### src/rtl/cavlc_pkg.sv
// Shared types and constants for the CAVLC coeff_token decoder.
//   mode_e       : decode mode chosen from nC (table 0, fixed-length, unsupported)
//   ct_result_t  : decoded result bundle {TotalCoeff, TrailingOnes, NumShift, Err}
//   s1_payload_t : stage-1 capture (saturated LZ, suffix after first 1, 6 MSBs, mode)
package cavlc_pkg;

   typedef enum logic [1:0] {
      MODE_T0  = 2'd0,
      MODE_FLC = 2'd1,
      MODE_BAD = 2'd2
   } mode_e;

   localparam int unsigned FLC_LEN       = 6;
   localparam int unsigned MAX_LZ        = 14;
   localparam logic [5:0]  FLC_ZERO_CODE = 6'b000011;

   localparam int unsigned TC_W  = 5;
   localparam int unsigned T1_W  = 2;
   localparam int unsigned NS_W  = 5;
   localparam int unsigned SUF_W = 4;
   // LZ is saturated to 4 bits: 0..14 are real codes, 15 stands for "more than 14"
   localparam int unsigned LZS_W = 4;
   localparam logic [LZS_W-1:0] LZ_OVER = 4'd15;

   typedef struct packed {
      logic [TC_W-1:0] total_coeff;
      logic [T1_W-1:0] trailing_ones;
      logic [NS_W-1:0] num_shift;
      logic            err;
   } ct_result_t;

   typedef struct packed {
      logic [LZS_W-1:0] lz;
      logic [SUF_W-1:0] suffix;
      logic [5:0]       msb6;
      mode_e            mode;
   } s1_payload_t;

   localparam ct_result_t CT_ERR = '{total_coeff: '0, trailing_ones: '0, num_shift: '0, err: 1'b1};

   // Build a valid (non-error) result
   function automatic ct_result_t ct_res(input logic [TC_W-1:0] tc,
                                         input logic [T1_W-1:0] t1,
                                         input logic [NS_W-1:0] ns);
      ct_result_t r;
      r.total_coeff   = tc;
      r.trailing_ones = t1;
      r.num_shift     = ns;
      r.err           = 1'b0;
      return r;
   endfunction

endpackage

### src/rtl/coeff_token_t0_lut.sv
// Combinational coeff_token lookup for 0 <= nC < 2 (H.264 Table 9-5, first column).
//   i_lz     : leading-zero count, saturated (15 = more than 14 zeros)
//   i_suffix : the 4 bits following the first 1, MSB first, zero padded past the window
//   o_res    : TotalCoeff / TrailingOnes / NumShift / Err
module coeff_token_t0_lut
   import cavlc_pkg::*;
(
   input  logic [LZS_W-1:0] i_lz,
   input  logic [SUF_W-1:0] i_suffix,
   output ct_result_t       o_res
);

   // No code in this column carries more than 3 bits after its first 1
   logic w_unused_suffix;
   assign w_unused_suffix = i_suffix[0];

   always_comb begin
      o_res = CT_ERR;
      case (i_lz)
         4'd0: o_res = ct_res(5'd0, 2'd0, 5'd1);
         4'd1: o_res = ct_res(5'd1, 2'd1, 5'd2);
         4'd2: o_res = ct_res(5'd2, 2'd2, 5'd3);
         4'd3: begin
            if (i_suffix[3])      o_res = ct_res(5'd3, 2'd3, 5'd5);
            else if (i_suffix[2]) o_res = ct_res(5'd1, 2'd0, 5'd6);
            else                  o_res = ct_res(5'd2, 2'd1, 5'd6);
         end
         4'd4: begin
            if (i_suffix[3])      o_res = ct_res(5'd4, 2'd3, 5'd6);
            else if (i_suffix[2]) o_res = ct_res(5'd3, 2'd2, 5'd7);
            else                  o_res = ct_res(5'd5, 2'd3, 5'd7);
         end
         4'd5: begin
            case (i_suffix[3:2])
               2'b11: o_res = ct_res(5'd2, 2'd0, 5'd8);
               2'b10: o_res = ct_res(5'd3, 2'd1, 5'd8);
               2'b01: o_res = ct_res(5'd4, 2'd2, 5'd8);
               2'b00: o_res = ct_res(5'd6, 2'd3, 5'd8);
            endcase
         end
         4'd6: begin
            case (i_suffix[3:2])
               2'b11: o_res = ct_res(5'd3, 2'd0, 5'd9);
               2'b10: o_res = ct_res(5'd4, 2'd1, 5'd9);
               2'b01: o_res = ct_res(5'd5, 2'd2, 5'd9);
               2'b00: o_res = ct_res(5'd7, 2'd3, 5'd9);
            endcase
         end
         4'd7: begin
            case (i_suffix[3:2])
               2'b11: o_res = ct_res(5'd4, 2'd0, 5'd10);
               2'b10: o_res = ct_res(5'd5, 2'd1, 5'd10);
               2'b01: o_res = ct_res(5'd6, 2'd2, 5'd10);
               2'b00: o_res = ct_res(5'd8, 2'd3, 5'd10);
            endcase
         end
         4'd8: begin
            case (i_suffix[3:2])
               2'b11: o_res = ct_res(5'd5, 2'd0, 5'd11);
               2'b10: o_res = ct_res(5'd6, 2'd1, 5'd11);
               2'b01: o_res = ct_res(5'd7, 2'd2, 5'd11);
               2'b00: o_res = ct_res(5'd9, 2'd3, 5'd11);
            endcase
         end
         4'd9: begin
            case (i_suffix[3:1])
               3'b111: o_res = ct_res(5'd6,  2'd0, 5'd13);
               3'b110: o_res = ct_res(5'd7,  2'd1, 5'd13);
               3'b101: o_res = ct_res(5'd8,  2'd2, 5'd13);
               3'b100: o_res = ct_res(5'd10, 2'd3, 5'd13);
               3'b011: o_res = ct_res(5'd7,  2'd0, 5'd13);
               3'b010: o_res = ct_res(5'd8,  2'd1, 5'd13);
               3'b001: o_res = ct_res(5'd9,  2'd2, 5'd13);
               3'b000: o_res = ct_res(5'd8,  2'd0, 5'd13);
            endcase
         end
         4'd10: begin
            case (i_suffix[3:1])
               3'b111: o_res = ct_res(5'd9,  2'd0, 5'd14);
               3'b110: o_res = ct_res(5'd9,  2'd1, 5'd14);
               3'b101: o_res = ct_res(5'd10, 2'd2, 5'd14);
               3'b100: o_res = ct_res(5'd11, 2'd3, 5'd14);
               3'b011: o_res = ct_res(5'd10, 2'd0, 5'd14);
               3'b010: o_res = ct_res(5'd10, 2'd1, 5'd14);
               3'b001: o_res = ct_res(5'd11, 2'd2, 5'd14);
               3'b000: o_res = ct_res(5'd12, 2'd3, 5'd14);
            endcase
         end
         4'd11: begin
            case (i_suffix[3:1])
               3'b111: o_res = ct_res(5'd11, 2'd0, 5'd15);
               3'b110: o_res = ct_res(5'd11, 2'd1, 5'd15);
               3'b101: o_res = ct_res(5'd12, 2'd2, 5'd15);
               3'b100: o_res = ct_res(5'd13, 2'd3, 5'd15);
               3'b011: o_res = ct_res(5'd12, 2'd0, 5'd15);
               3'b010: o_res = ct_res(5'd12, 2'd1, 5'd15);
               3'b001: o_res = ct_res(5'd13, 2'd2, 5'd15);
               3'b000: o_res = ct_res(5'd14, 2'd3, 5'd15);
            endcase
         end
         4'd12: begin
            case (i_suffix[3:1])
               3'b111: o_res = ct_res(5'd13, 2'd0, 5'd16);
               3'b110: o_res = ct_res(5'd14, 2'd1, 5'd16);
               3'b101: o_res = ct_res(5'd14, 2'd2, 5'd16);
               3'b100: o_res = ct_res(5'd15, 2'd3, 5'd16);
               3'b011: o_res = ct_res(5'd14, 2'd0, 5'd16);
               3'b010: o_res = ct_res(5'd15, 2'd1, 5'd16);
               3'b001: o_res = ct_res(5'd15, 2'd2, 5'd16);
               3'b000: o_res = ct_res(5'd16, 2'd3, 5'd16);
            endcase
         end
         4'd13: begin
            case (i_suffix[3:2])
               2'b11: o_res = ct_res(5'd15, 2'd0, 5'd16);
               2'b10: o_res = ct_res(5'd16, 2'd1, 5'd16);
               2'b01: o_res = ct_res(5'd16, 2'd2, 5'd16);
               2'b00: o_res = ct_res(5'd16, 2'd0, 5'd16);
            endcase
         end
         4'd14:   o_res = ct_res(5'd13, 2'd1, 5'd15);
         default: o_res = CT_ERR;
      endcase
   end

endmodule

### src/rtl/coeff_token_decoder.sv
// Two-stage pipelined CAVLC coeff_token decoder with valid/ready flow control.
//   Clk, nReset            : clock, asynchronous active-low reset
//   InValid/InReady        : input handshake (InReady is combinational from OutReady)
//   Bits                   : left-aligned bitstream window, MSB = next bit
//   nC                     : signed nC; 0..1 table 0, >=8 fixed-length, else error
//   OutValid/OutReady      : output handshake
//   TotalCoeff, TrailingOnes, NumShift, Err : registered decode result
module coeff_token_decoder
   import cavlc_pkg::*;
#(
   parameter int unsigned WIN_W = 16,
   parameter int unsigned NC_W  = 5
) (
   input  logic              Clk,
   input  logic              nReset,
   input  logic              InValid,
   output logic              InReady,
   input  logic [WIN_W-1:0]  Bits,
   input  logic [NC_W-1:0]   nC,
   output logic              OutValid,
   input  logic              OutReady,
   output logic [TC_W-1:0]   TotalCoeff,
   output logic [T1_W-1:0]   TrailingOnes,
   output logic [NS_W-1:0]   NumShift,
   output logic              Err
);

   localparam int unsigned LZ_W = $clog2(WIN_W + 1);

   logic             r_s1_valid;
   s1_payload_t      r_s1;
   logic             r_s2_valid;
   ct_result_t       r_res;

   logic             w_s2_load;
   logic             w_s1_adv;
   logic             w_s1_load;
   logic             w_in_xfer;
   logic [LZ_W-1:0]  w_lz;
   logic [LZS_W-1:0] w_lz_sat;
   logic [SUF_W-1:0] w_suffix;
   mode_e            w_mode;
   s1_payload_t      w_s1_next;
   ct_result_t       w_t0_res;
   ct_result_t       w_res;
   logic [TC_W-1:0]  w_flc_tc;
   logic [T1_W-1:0]  w_flc_t1;

   // Handshake: each stage refills as soon as its occupant moves on
   assign w_s2_load = !r_s2_valid || OutReady;
   assign w_s1_adv  = r_s1_valid && w_s2_load;
   assign w_s1_load = !r_s1_valid || w_s1_adv;
   assign w_in_xfer = InValid && w_s1_load;
   assign InReady   = w_s1_load;

   // Leading-zero count: last hit in an LSB-to-MSB scan is the first 1 in the stream
   always_comb begin
      w_lz = LZ_W'(WIN_W);
      for (int i = 0; i < WIN_W; i++) begin
         if (Bits[i]) w_lz = LZ_W'(WIN_W - 1 - i);
      end
   end

   assign w_lz_sat = (w_lz > LZ_W'(MAX_LZ)) ? LZ_OVER : LZS_W'(w_lz);

   // Shift the first 1 to the top of a zero-padded copy; the next 4 bits are the suffix
   assign w_suffix = SUF_W'(({Bits, {SUF_W{1'b0}}} << w_lz) >> (WIN_W - 1));

   // Mode from nC: negative or 2..7 are unsupported
   always_comb begin
      w_mode = MODE_BAD;
      if (!nC[NC_W-1]) begin
         if (nC < NC_W'(2))       w_mode = MODE_T0;
         else if (nC >= NC_W'(8)) w_mode = MODE_FLC;
      end
   end

   assign w_s1_next = '{lz: w_lz_sat, suffix: w_suffix, msb6: Bits[WIN_W-1 -: 6], mode: w_mode};

   coeff_token_t0_lut u_t0_lut (
      .i_lz     (r_s1.lz),
      .i_suffix (r_s1.suffix),
      .o_res    (w_t0_res)
   );

   // Fixed-length code xxxxyy: TotalCoeff = xxxx+1, TrailingOnes = yy
   assign w_flc_tc = TC_W'(r_s1.msb6[5:2]) + TC_W'(1);
   assign w_flc_t1 = r_s1.msb6[1:0];

   // Stage-2 result select
   always_comb begin
      w_res = CT_ERR;
      case (r_s1.mode)
         MODE_T0:  w_res = w_t0_res;
         MODE_FLC: begin
            if (r_s1.msb6 == FLC_ZERO_CODE)
               w_res = ct_res(TC_W'(0), T1_W'(0), NS_W'(FLC_LEN));
            else if (TC_W'(w_flc_t1) > w_flc_tc)
               w_res = CT_ERR;
            else
               w_res = ct_res(w_flc_tc, w_flc_t1, NS_W'(FLC_LEN));
         end
         default:  w_res = CT_ERR;
      endcase
   end

   // Pipeline registers; result data only changes when a token enters stage 2
   always_ff @(posedge Clk or negedge nReset) begin
      if (!nReset) begin
         r_s1_valid <= 1'b0;
         r_s1       <= '0;
         r_s2_valid <= 1'b0;
         r_res      <= '0;
      end else begin
         if (w_s1_load) r_s1_valid <= InValid;
         if (w_in_xfer) r_s1       <= w_s1_next;
         if (w_s2_load) r_s2_valid <= r_s1_valid;
         if (w_s1_adv)  r_res      <= w_res;
      end
   end

   assign OutValid     = r_s2_valid;
   assign TotalCoeff   = r_res.total_coeff;
   assign TrailingOnes = r_res.trailing_ones;
   assign NumShift     = r_res.num_shift;
   assign Err          = r_res.err;

endmodule

### config.mk
export PLATFORM = sky130hd
export DESIGN_NAME = coeff_token_decoder
export DESIGN_NICKNAME = d
export VERILOG_FILES = /design/src/rtl/cavlc_pkg.sv /design/src/rtl/coeff_token_t0_lut.sv /design/src/rtl/coeff_token_decoder.sv
export SDC_FILE = /design/constraint.sdc
export NUM_CORES = 1
export LEC_CHECK = 0
export CELL_PAD_IN_SITES_DETAIL_PLACEMENT = 1
export CELL_PAD_IN_SITES_GLOBAL_PLACEMENT = 2
export CORE_ASPECT_RATIO = 1.1
export CORE_MARGIN = 1
export CORE_UTILIZATION = 33
export DETAILED_ROUTE_END_ITERATION = 8
export PLACE_DENSITY_LB_ADDON = 0.1
export SYNTH_ARGS = -nofsm -noshare
export SYNTH_HDL_FRONTEND = slang
export SYNTH_HIERARCHICAL = 1
export SYNTH_SLANG_ARGS = --single-unit
### constraint.sdc
create_clock -name Clk -period 3 [get_ports Clk]
set_clock_uncertainty 0.1 [all_clocks]
set_input_delay 0.6 -clock Clk [delete_from_list [all_inputs] [get_ports Clk]]
set_output_delay 0.6 -clock Clk [all_outputs]
set_load 0.05 [all_outputs]
==> impl_metrics.tcl, run 1 <==
set metrics [dict create \
    vias 3365 \
    clock_latency_ps 280 \
    grt_pass1_vias 3471 \
    grt_pass1_wl_mm 16.9 \
    slew_violations 0 \
    area_growth_pct 27.4 \
    hold_viol 0 \
    drt_pass1_iterations 4 \
    critPathTopFamily "compound AO/OA/AOI/OAI gates" \
    endpoint "r_s1[10]" \
    cp-start-kind "primary input" \
    final_common_cell "buf_4" \
    gp_congestion 0.882 \
    intPower_mw 1.03 \
    clkSlewWorstSetupHoldPaths_ps 70 \
    synth-warning-count 6 \
    cp_num_buf_inv 1 \
    dp_cells 615 \
    status "finished, final reports clean" \
    combinationalPowerShare_pct 51.2 \
    setup.worst_path.start "Bits[9]" \
    cp_slowest_cell "clkdlybuf4s50_1" \
    die_h_um 106 \
    port_buffers 38 \
    cp-end-kind "flip-flop" \
    globalRouteTotalUtil_pct 21.0 \
    p_per_area_nw_per_um2 434 \
    vdd_drop_max_mv 0.166 \
    synth_area_um2 3250 \
    num_io_pins 40 \
    drt-total-wl_mm 10.2 \
    pwr-share-seq_pct 29.8 \
    cts-buffers-inserted 5 \
    clockRootBuffer "clkbuf_8" \
    nets 548 \
    final_cell_mix "buf_4 (64), nand2_1 (58), nor2_1 (42)" \
    final_layout_size_suffix_gt1_share_pct 19.0 \
    crit_arrival_ps 2950 \
    critical_path_class "primary input to flip-flop" \
    min_path_type "flip-flop to flip-flop" \
    tightest_slew_ps 765 \
    worst-path-max-fanout 3 \
    core_area_um2 9440 \
    finalSetupViolCount 0 \
    sw_frac_of_total_pct 42.7 \
    synthCells 431 \
    setup-tns-final_ps 0 \
    period_share_pct 96.4 \
    avgSynthCellArea_um2 7.53 \
    drt_iter0_markers 99 \
    final_util_pct 43.8 \
    drv_cap 0 \
    rr_endpoint "TotalCoeff[1]" \
    antenna_found_initial 0 \
    max_slew_margin_pct 49.0 \
    hpwl_mm 8.16 \
    cts_tree "yes" \
    ant_nets 0 \
    grt_max_degree 31 \
    grt_overflow 0 \
    initial_core_util_pct 34.4 \
    fp.dieArea_um2 10200 \
    vias_per_cell 5.40 \
    r2r_slack_ps 560 \
    max_stage_delay_ps 570 \
    cts.path.max_buffers 2 \
    diodes 0 \
    r2r_start "r_s1[11]" \
    h-tree-depth 2 \
    fin_crit_ps 2890 \
    crit_chain "clkdlybuf4s50_1, nor2_2, a2111o_1, o21ai_4, mux2_4, mux2_2, a221o_1, a32o_1" \
    die_width_um 96.6 \
    final_cells 623 \
    num_rows 37 \
    clkPwrFrac_pct 19.0 \
    cts.sinks 30 \
    fmax_mhz 346 \
    critical_path_depth 8 \
    reg2reg_depth 8 \
    timing.critical_path.required_ps 3060 \
    rsz0062_at_grt "false" \
    switching_power_mw 0.765 \
    drc 0 \
    syn_nets 474 \
    avgRoutedWirePerCell_um 16.3 \
    leakagePower_nw 1.75 \
    totalPowerFinal_mw 1.79 \
]
==> routing by layer <==
metal  global-route usage (%)  part of all wire (%)  up-vias
met5                        0                     0        -
met4                     5.88                   1.8        0
met3                     2.36                   2.6       12
met2                     39.1                    53       63
met1                     24.8                    43     1579
li1                         -                     -     1711
==> power groups by stage <==
stage	logic (mW)	clock network, mW	registers (mW)
final	0.918	0.341	0.535
after global routing	1.01	0.369	0.547
after CTS	0.927	0.357	0.536
after detailed placement	0.923	0	0.544
after global placement	0.908	0	0.541
after floorplan	0.511	0	0.650
==> registers in the layout, summed over array words and instances, names as in the netlist <==
signal        flops
Err               1
NumShift          5
OutValid          1
TotalCoeff        5
TrailingOnes      2
r_s1             15
r_s1_valid        1
==> timing repair <==
item / 4_1_cts / 5_1_grt
buffers inserted: 0 / 0
resized for setup: 0 / 2
endpoints found under the setup margin: 0 / 1
hold buffers: 0 / 0
==> area by class of cell <==
class	count	area (um^2)
Fill cell	1222	5310
Sequential cell	30	751
Timing Repair Buffer	101	851
Inverter	16	61.3
Tap cell	117	146
Clock inverter	2	12.5
Clock buffer	6	82.6
Multi-Input combinational cell	351	2230
==> worst register-to-register path: stages, from the launching register on <==
cell and delay [ps]:
dfrtp_1 510, inv_1 200, ha_1 330, a21oi_1 60, o21ai_0 230, a21oi_1 90
or4b_1 520, a22oi_1 180, o21ai_0 90
==> metrics by stage <==
step | area, um^2 | setup WS (ps) | hold WS (ps)
floorplan | 3260 | 5.45 | 204
global placement | 4040 | -272 | 363
detailed placement | 4040 | -286 | 365
CTS | 4130 | 4.04 | 382
global route | 4140 | 3.89 | 403
finish | 4140 | 108 | 378
==> worst min-delay path by stage <==
stage                  endpoint  cells after the start   startpoint  slack (ps)
global route        NumShift[1]                      1  NumShift[1]         400
floorplan                   Err                      0       nReset         200
CTS                 NumShift[1]                      1  NumShift[1]         380
finish              NumShift[1]                      1  NumShift[1]         380
detailed placement  NumShift[1]                      1  NumShift[1]         360
global placement    NumShift[1]                      1  NumShift[1]         360
Power figures use the tool's default switching activity.
==> inputs of run 2 (changes only) <==
--- a/config.mk
+++ b/config.mk
@@ -8,7 +8,6 @@
 export CELL_PAD_IN_SITES_DETAIL_PLACEMENT = 1
 export CELL_PAD_IN_SITES_GLOBAL_PLACEMENT = 2
 export CORE_ASPECT_RATIO = 1.1
-export CORE_MARGIN = 1
 export CORE_UTILIZATION = 33
 export DETAILED_ROUTE_END_ITERATION = 8
 export PLACE_DENSITY_LB_ADDON = 0.1
==> results of run 2 <==
Final layout, timing and power as in run 1 (identical DEF).
